$ cat config.mk
export PLATFORM = sky130hd
export DESIGN_NAME = bus_rr_sched_flat
export DESIGN_NICKNAME = d
export VERILOG_FILES = /design/src/rtl/bus_rr_sched_if.sv /design/src/rtl/bus_rr_sched.sv /design/src/flat_wrapper.sv
export SDC_FILE = /design/constraint.sdc
export NUM_CORES = 1
export LEC_CHECK = 0
export BUFFER_PORTS_ARGS = -buffer_cell sky130_fd_sc_hd__buf_2
export CORE_MARGIN = 1
export CORE_UTILIZATION = 45
export DETAILED_ROUTE_END_ITERATION = 12
export PLACE_DENSITY = 0.87
export RECOVER_POWER = 50
export SLEW_MARGIN = 20
export SYNTH_ARGS = -nofsm -noshare
export SYNTH_HDL_FRONTEND = slang
export SYNTH_SLANG_ARGS = --single-unit
$ cat constraint.sdc
create_clock -name clk -period 8.9 [get_ports clk]
set_input_delay 0 -clock clk [delete_from_list [all_inputs] [get_ports clk]]
set_output_delay 0 -clock clk [all_outputs]
set_load 0.02 [all_outputs]
$ cat src/rtl/bus_rr_sched_if.sv
// Bus bundle between the per-driver FIFOs and the round-robin scheduler.
// The master modport is the scheduler side; the slave modport is the FIFO/target side.
interface bus_rr_sched_if #(
  parameter int drvrs   = 16,
  parameter int pckg_sz = 16
);
  logic [drvrs-1:0]         pndng;
  logic [drvrs*pckg_sz-1:0] D_pop;
  logic [drvrs-1:0]         pop;
  logic [drvrs-1:0]         push;
  logic [pckg_sz-1:0]       D_push;
  logic                     busy;

  modport master (
    input  pndng, D_pop,
    output pop, push, D_push, busy
  );

  modport slave (
    output pndng, D_pop,
    input  pop, push, D_push, busy
  );
endinterface

$ cat src/rtl/bus_rr_sched.sv
// Round-robin scheduler sharing one packet bus among drvrs FIFOs (IDLE -> POP -> PUSH).
// Optional macro BUS_SCHED_ERR_EN adds the err pulse port and a saturating err_cnt register.
module bus_rr_sched #(
  parameter int pckg_sz   = 16,
  parameter int drvrs     = 16,
  parameter int broadcast = 255
) (
  input  logic                clk,
  input  logic                reset,
  bus_rr_sched_if.master      bus
`ifdef BUS_SCHED_ERR_EN
  ,
  output logic                err
`endif
);

  localparam int IW = (drvrs > 1) ? $clog2(drvrs) : 1;

  typedef enum logic [1:0] {IDLE, POP, PUSH} state_t;

  state_t             state, state_d;
  logic [IW-1:0]      last, last_d;
  logic [IW-1:0]      src, src_d;
  logic [drvrs-1:0]   pop_d, push_d;
  logic [pckg_sz-1:0] dpush_d;
  logic               busy_d;
  logic               err_d;

  logic [IW-1:0]      rr_pick;
  logic               rr_hit;
  logic [pckg_sz-1:0] pkt;
  logic [7:0]         dest;
  int                 idx;

  // Scan starts at last+1 and wraps, so the previous winner is checked last.
  always_comb begin : arbiter
    rr_pick = last;
    rr_hit  = 1'b0;
    idx     = 0;
    for (int k = 1; k <= drvrs; k++) begin
      idx = int'(last) + k;
      if (idx >= drvrs) idx = idx - drvrs;
      if (!rr_hit && bus.pndng[IW'(idx)]) begin
        rr_hit  = 1'b1;
        rr_pick = IW'(idx);
      end
    end
  end

  always_comb begin : head_mux
    pkt = '0;
    for (int i = 0; i < drvrs; i++) begin
      if (src == IW'(i)) pkt = bus.D_pop[i*pckg_sz +: pckg_sz];
    end
  end

  assign dest = pkt[pckg_sz-1 -: 8];

  // NOTE: every signal written here gets a default first so no latch is inferred.
  always_comb begin : fsm_next
    state_d = state;
    last_d  = last;
    src_d   = src;
    pop_d   = '0;
    push_d  = '0;
    dpush_d = bus.D_push;
    busy_d  = 1'b0;
    err_d   = 1'b0;
    unique case (state)
      IDLE: begin
        if (rr_hit) begin
          state_d        = POP;
          src_d          = rr_pick;
          pop_d[rr_pick] = 1'b1;
          busy_d         = 1'b1;
        end
      end
      POP: begin
        state_d = PUSH;
        last_d  = src;
        dpush_d = pkt;
        busy_d  = 1'b1;
        if (int'(dest) < drvrs) begin
          for (int i = 0; i < drvrs; i++) push_d[i] = (int'(dest) == i);
        end else if (int'(dest) == broadcast) begin
          push_d      = '1;
          push_d[src] = 1'b0;
        end else begin
          err_d = 1'b1;
        end
      end
      PUSH: state_d = IDLE;
      default: state_d = IDLE;
    endcase
  end

  // NOTE: sequential state uses non-blocking assignments so all registers update together.
  always_ff @(posedge clk or posedge reset) begin
    if (reset) begin
      state      <= IDLE;
      last       <= IW'(drvrs - 1);
      src        <= '0;
      bus.pop    <= '0;
      bus.push   <= '0;
      bus.D_push <= '0;
      bus.busy   <= 1'b0;
    end else begin
      state      <= state_d;
      last       <= last_d;
      src        <= src_d;
      bus.pop    <= pop_d;
      bus.push   <= push_d;
      bus.D_push <= dpush_d;
      bus.busy   <= busy_d;
    end
  end

`ifdef BUS_SCHED_ERR_EN
  logic [15:0] err_cnt;

  always_ff @(posedge clk or posedge reset) begin
    if (reset) begin
      err     <= 1'b0;
      err_cnt <= '0;
    end else begin
      err <= err_d;
      if (err_d && (err_cnt != 16'hFFFF)) err_cnt <= err_cnt + 16'd1;
    end
  end
`else
  logic unused_err;
  assign unused_err = err_d;
`endif

endmodule

$ cat src/flat_wrapper.sv
// flat-port wrapper written by rule: the top's interface ports become plain ports
module bus_rr_sched_flat 
#(
  parameter int pckg_sz   = 16,
  parameter int drvrs     = 16,
  parameter int broadcast = 255
)
  (clk, reset, bus_pndng, bus_D_pop, bus_pop, bus_push, bus_D_push, bus_busy);
  bus_rr_sched_if #(.drvrs(drvrs), .pckg_sz(pckg_sz)) bus_i ();
  input  logic clk;
  input  logic reset;
  input wire logic [$bits(bus_i.pndng)-1:0] bus_pndng;
  input wire logic [$bits(bus_i.D_pop)-1:0] bus_D_pop;
  output wire logic [$bits(bus_i.pop)-1:0] bus_pop;
  output wire logic [$bits(bus_i.push)-1:0] bus_push;
  output wire logic [$bits(bus_i.D_push)-1:0] bus_D_push;
  output wire logic [$bits(bus_i.busy)-1:0] bus_busy;
  assign bus_i.pndng = bus_pndng;
  assign bus_i.D_pop = bus_D_pop;
  assign bus_pop = bus_i.pop;
  assign bus_push = bus_i.push;
  assign bus_D_push = bus_i.D_push;
  assign bus_busy = bus_i.busy;
  bus_rr_sched #(.pckg_sz(pckg_sz), .drvrs(drvrs), .broadcast(broadcast)) u_core (.clk(clk), .reset(reset), .bus(bus_i));
endmodule
# After elaboration in Yosys (flattened, before gate mapping)
# Index checks and enable logic that the tools add are counted.
[classes]
add_sub_neg = 32
multipliers = 0
div_mod_pow = 0
n_lt_le_gt_ge = 37
eq_ne = 33
shift = 0
muxes = 125
bitwise = 1
reduce_logical = 36
[op_table]
columns = ["op", "n"]
rows = [
  ["16-bit 2-to-1 mux", 21],
  ["4-bit 2-to-1 mux", 32],
  ["4-bit by 6-bit < comparator with 1-bit output (second input constant)", 16],
  ["5-bit >= comparator (second input constant)", 15],
  ["1-bit binary-select mux with 4-bit select", 16],
  ["8-bit by 5-bit equality test with 1-bit output (second input constant)", 8],
  ["4-bit by 1-bit subtractor with 4-bit output (second input constant)", 16],
  ["1-bit 2-to-1 mux", 51],
  ["4-bit by 4-bit adder with 5-bit output (second input constant)", 8],
  ["4-bit equality test (second input constant)", 8],
  ["8-bit by 4-bit equality test with 1-bit output (second input constant)", 4],
  ["4-bit by 3-bit adder with 5-bit output (second input constant)", 4],
  ["1-bit logical AND", 17],
  ["4-bit by 3-bit equality test with 1-bit output (second input constant)", 4],
  ["8-bit by 3-bit equality test with 1-bit output (second input constant)", 2],
  ["16-bit inverter", 1],
  ["1-bit zero test", 15],
  ["4-bit by 2-bit adder with 5-bit output (second input constant)", 2],
  ["4-bit by 5-bit < comparator with 1-bit output (second input constant)", 2],
  ["1-bit demux with 4-bit select", 2],
  ["4-bit by 2-bit equality test with 1-bit output (second input constant)", 2],
  ["8-bit by 1-bit equality test with 1-bit output (second input constant)", 1],
  ["8-bit by 2-bit equality test with 1-bit output (second input constant)", 1],
  ["4-bit by 1-bit >= comparator with 1-bit output (second input constant)", 2],
  ["other kinds (14)", 14],
]
[word_totals]
reg_bits = 59
latch_bits = 0
mem_bits_rw = 0
romBits = 0
input_bits = 274
memories = 0

# Depth between registers and ports, before layout
[depth]
word_depth = 58
mapped_depth = 18
mapped_depth_nobuf = 12

# Least setup slack after synthesis
# OpenSTA, ideal clock, no wires.
[synth_timing]
path_kind = "register to register"
startpoint = "reg u_core.last[1]"
endpoint = "reg u_core.bus.pop[4]"
arrival_ns = 4.439
slack_ns = 4.341
path_stages_with_launch = 17
path_buffers = 5
synth_period_minus_slack_ns = 4.559
path_cell_list = "dfstp_2 buf_2 buf_2 buf_2 inv_1 ha_1 clkbuf_1 buf_2 mux4_1 mux4_2 or2_1 nor4_4 a311o_2 nor2_1 mux2i_1 nand2b_1 nor2_1"
[synth_via]
elab_chain_cells = 58
word_cells_on_any_way = 181
classes_between = "add/sub: 32; order compare: 18; mux: 100; reduce/logical: 31"
[synth_rtl]
columns = ["element", "line", "rtl"]
rows = [
  ["start: declaration", "bus_rr_sched.sv:22", "logic [IW-1:0] last, last_d;"],
  ["start signal: assignment", "bus_rr_sched.sv:101", "last <= IW'(drvrs - 1);"],
  ["start signal: assignment", "bus_rr_sched.sv:109", "last <= last_d;"],
  ["4-bit by 1-bit adder with 5-bit output", "bus_rr_sched.sv:41", "idx = int'(last) + k;"],
  ["4-bit by 1-bit subtractor with 4-bit output or 5-bit >= comparator (tied branches)", "bus_rr_sched.sv:42", "if (idx >= drvrs) idx = idx - drvrs;"],
  ["4-bit 2-to-1 mux", "bus_rr_sched.sv:42", ""],
  ["1-bit binary-select mux with 4-bit select", "bus_rr_sched.sv:43", "if (!rr_hit && bus.pndng[IW'(idx)]) begin"],
  ["1-bit 2-to-1 mux (not written as such) (2 in a row)", "bus_rr_sched.sv:43", ""],
  ["1-bit 2-to-1 mux", "bus_rr_sched.sv:43", ""],
  ["1-bit zero test", "bus_rr_sched.sv:43", ""],
  ["1-bit logical AND", "bus_rr_sched.sv:43", ""],
  ["[42 not listed]", "n/a", ""],
  ["4-bit 2-to-1 mux", "bus_rr_sched.sv:43", ""],
  ["4-bit by 5-bit < comparator with 1-bit output (not written as such) or 4-bit by 1-bit >= comparator with 1-bit output (tied branches)", "bus_rr_sched.sv:74", "pop_d[rr_pick] = 1'b1;"],
  ["1-bit logical AND (not written as such)", "bus_rr_sched.sv:74", ""],
  ["1-bit 2-to-1 mux (not written as such)", "bus_rr_sched.sv:74", ""],
  ["1-bit demux with 4-bit select", "n/a", ""],
  ["16-bit 2-to-1 mux (*)", "bus_rr_sched.sv:71", "if (rr_hit) begin"],
  ["16-bit 2-to-1 mux (*)", "bus_rr_sched.sv:69", "unique case (state)"],
  ["via u_core.pop_d[4]", "bus_rr_sched.sv:24", "logic [drvrs-1:0] pop_d, push_d;"],
  ["end signal: assignment", "bus_rr_sched.sv:111", "bus.pop <= pop_d;"],
  ["end: declaration", "bus_rr_sched_if.sv:16", "output pop, push, D_push, busy"],
]
# Mark *: on every way through the listed nets, which the timed path passes. The rest lies on a longest branch. The select of a mux whose other input is x is not followed.
# A chain may end at the register's enable or synchronous reset.

# Final worst setup path
[layout_timing]
startpoint = "reg u_core.last[0]"
endpoint = "reg u_core.bus.pop[4]"
# The elaborated chain is that of the path after synthesis.

==> summary.md <==
| Metric | Value |
|---|---|
| Placer Congestion | 1.053 |
| Post-synth top area share | 19.02% |
| Cell taking the most area after synthesis | dfrtp_1 |
| Status | complete, but fails checks |
| Vias in the first global route | 8,381 |
| Post-synthesis register bit count | 59 |
| Period minus WS final | 5.859 ns |
| Finished Layout Cells | 1,382 |
| CP max-delay cell | dfstp_2 |
| Post-CTS setup repair buffer count | 0 |
| Top_reg_cell synth | dfrtp_1 |
| Io pins | 323 |
| Die area | 0.01659 mm² |
| DRT iter0 DRCs | 1,445 |
| Wire per inst | 25.65 µm |
| Slew HR | -104.6% |
| Post-synthesis cell count | 873 |
| Initial antenna violation count | 8 |
| GRT busiest layer | met2 |
| Synthesized Nets | 1,155 |
| Setup crit end kind | flop |
| Power, Total | 0.004489 W |
| Most common cell after layout, fill and taps aside | buf_2 |
| First-pass GRT wire length | 51,230 µm |
| Leakage power | 4.023 nW |
| CTS tree | yes |
| Most frequent cells in the layout | 273 x buf_2, 114 x nand2_1, 73 x nor2_1, 53 x dfrtp_1, 50 x clkbuf_1 |
| VDD IR-drop max | 0.0001788 V |
| Min-delay worst type | primary input to flop |
| Cell total after placement | 1,356 |
| DRC errors left | 0 |
| Skew-Pair Late Insertion Delay | 0.33 ns |
| Slew @ Worst Pin | 3.070 ns |
| Vias per cell | 6.673 |
| CP max FO | 36 |
| Skew final | 0.003912 ns |
| Total grt overflow | 0 |
| First drt pass iteration count | 6 |
| Routed wire length | 35,440 µm |
| Worst hold slack | 0.01947 ns |
| Grt met2 use | 63.94% |
| Worst-path clk slew | 0.05 ns |
| Count of different cell masters after synthesis | 87 |
| Fill cells | 1,450 |
| IO buf count | 322 |
| Crit path largest cell delay | 1.07 ns |
| RSZ-0062 raised after global routing | no |
| Met3 Use GR | 12.81% |
| Share of cells above drive strength 1 | 33.96% |
| Crit-path cells | inv_1 -> ha_1 -> buf_4 -> mux4_2 -> mux2_2 -> mux2i_1 -> o2111ai_1 -> nor4_4 -> a311o_2 -> nor2_1 -> mux2i_1 -> nand2b_1 -> nor2_1 |
| EDFF count, synth | 0 |
| Worst Path Required | 9.11 ns |
| Crit Path Class | flop to flop |
| CTS buffer count | 9 |
| Critical path startpoint category | flop |
| Max cap viols | 1 |
| Detail Placement HPWL | 28,090 µm |
| Failing checks | capacitance limit, slew limit |
| Hold Buf Count CTS | 3 |
| Crit path DAT | 6.07 ns |
| Yosys Warn Count | 0 |
| Area of the core | 0.01543 mm² |
| Top cells by area, synth | dfrtp_1 19%, mux4_2 11%, mux2i_1 6.1% |
| Die W | 128.8 µm |
| Async S/R FF share, synth | 100.0% |
| Setup-failing EPs final | 0 |
| Sequential element share of the synthesized area | 20.48% |
| Final Hold Fails | 0 |
| Total GRT Usage | 41.87% |
| Rows | 45 |
| Routed Antenna Nets | 0 |
| Sum Neg Setup Slack | 0 ns |
| Met1 usage | 53.39% |
| Final period utilization | 65.83% |
| Max H-tree Level | 3 |
| Area delta synth->final | 27.24% |
| Clock Tree Buf Depth | 2 |
| Vias | 9,222 |
| Achievable Freq | 170.7 MHz |
| Cell at the root of the clock tree | clkbuf_16 |
| Syn avg cell area | 8.287 µm² |
| Largest net degree at the start of global routing | 63 |
| Chip height | 128.8 µm |
| Initial Util | 46.89% |
| Synthesized cell area | 0.007234 mm² |
| Cts repair resizes | 0 |
| Slew Viols, Final | 60 |
| Pwr per Cell Area | 487.7 mW/mm² |
| TritonCTS Sinks | 59 |
| Net count, final | 1,441 |
==> power breakdown <==
part	switching (W)	total (W)	internal (W)
Clock	0.000118	0.000367	0.000250
Combinational	0.00231	0.00361	0.00130
Sequential	0.000153	0.000516	0.000363
Total	0.00258	0.00449	0.00191
==> state kept, by name (all words and copies together) (netlist names) <==
register           flops
u_core.bus.busy        1
u_core.state           2
u_core.bus.D_push     16
u_core.bus.push       16
u_core.last            4
u_core.bus.pop        16
u_core.src             4
==> per-stage QoR <==
step,setup WS [ns],util (%),area (µm²)
after floorplan,4.341,-,7234
after global placement,3.281,57.71,8904
after detailed placement,3.243,57.71,8904
after CTS,3.197,59.96,9250
after global routing,2.699,59.62,9198
final,3.041,59.67,9205
==> cells by family (layout without fill, tap and decap cells) <==
family                     after synthesis  after routing  synth area share, %
muxes                                  120            120                24.07
buffers and inverters                   84            374                5.275
DFF                                     59             59                20.48
other                                    0              8                    0
adders and majority gates                8              8                1.384
xor gates and xnor gates                12             12                1.557
AOI/OAI and AO/OA                      273            273                26.38
and+or+nand+nor                        317            317                20.86
==> layout make-up <==
cell class	instances	area, µm²	area share, %
Antenna cell	8	20.02	0.2175
Clock buffer	10	239.0	2.596
Clock inverter	5	77.57	0.8427
Inverter	22	82.58	0.8971
Multi-Input combinational cell	730	5371	58.35
Sequential cell	59	1484	16.12
Tap cell	211	264.0	2.868
Timing Repair Buffer	337	1667	18.11
==> cell usage after synthesis (6+ instances only) <==
master    instances
a211oi_1          7
a21o_1            6
a21oi_1          48
a221oi_1         15
a22o_1            9
a22oi_1          24
a31oi_1          12
buf_2            12
clkbuf_1         37
dfrtp_1          55
ha_1              8
inv_1            19
mux2_2           33
mux2i_1          44
mux4_2           35
nand2_1         114
nand2b_1         15
nand3_1          18
nand4_1           8
nor2_1           73
nor2b_1          11
nor3_1           30
nor3b_1           6
o21ai_0          48
o221ai_1          7
o22ai_1          31
or4_1             6
xnor2_1           6
==> metal layers <==
metal  vias up  routed length, µm
met3       131               4724
met1      4345              13100
li1       3949                  -
met5         -                 27
met2       793              15720
met4         4               1870
==> worst paths after layout <==
path                       slack [ns]                               end  cells after the start                        startpoint
setup / recovery                 3.04       u_core.bus.pop[4]$_DFF_PP0_                     13        u_core.last[0]$_DFFE_PP1P_
hold / removal                   0.02  u_core.bus.D_push[0]$_DFFE_PP0P_                      3                    bus_D_pop[176]
setup reg to reg                 3.04       u_core.bus.pop[4]$_DFF_PP0_                     13        u_core.last[0]$_DFFE_PP1P_
hold reg to reg                  0.48  u_core.bus.D_push[0]$_DFFE_PP0P_                      2  u_core.bus.D_push[0]$_DFFE_PP0P_
max in group asynchronous        5.55         u_core.src[1]$_DFFE_PP0P_                      4                             reset
min in group asynchronous        1.39  u_core.bus.D_push[7]$_DFFE_PP0P_                      4                             reset
==> worst max-delay path, delay by kind of cell, from the launching register on <==
| kind | cells | cell delay, ns |
|---|---|---|
| and+or+nand+nor | 4 | 0.98 |
| AOI/OAI and AO/OA | 2 | 0.70 |
| muxes | 4 | 1.65 |
| buffers and inverters | 2 | 0.87 |
| DFF | 1 | 1.07 |
| adders and majority gates | 1 | 0.42 |
Note: power is estimated with default switching activity, not from simulation.
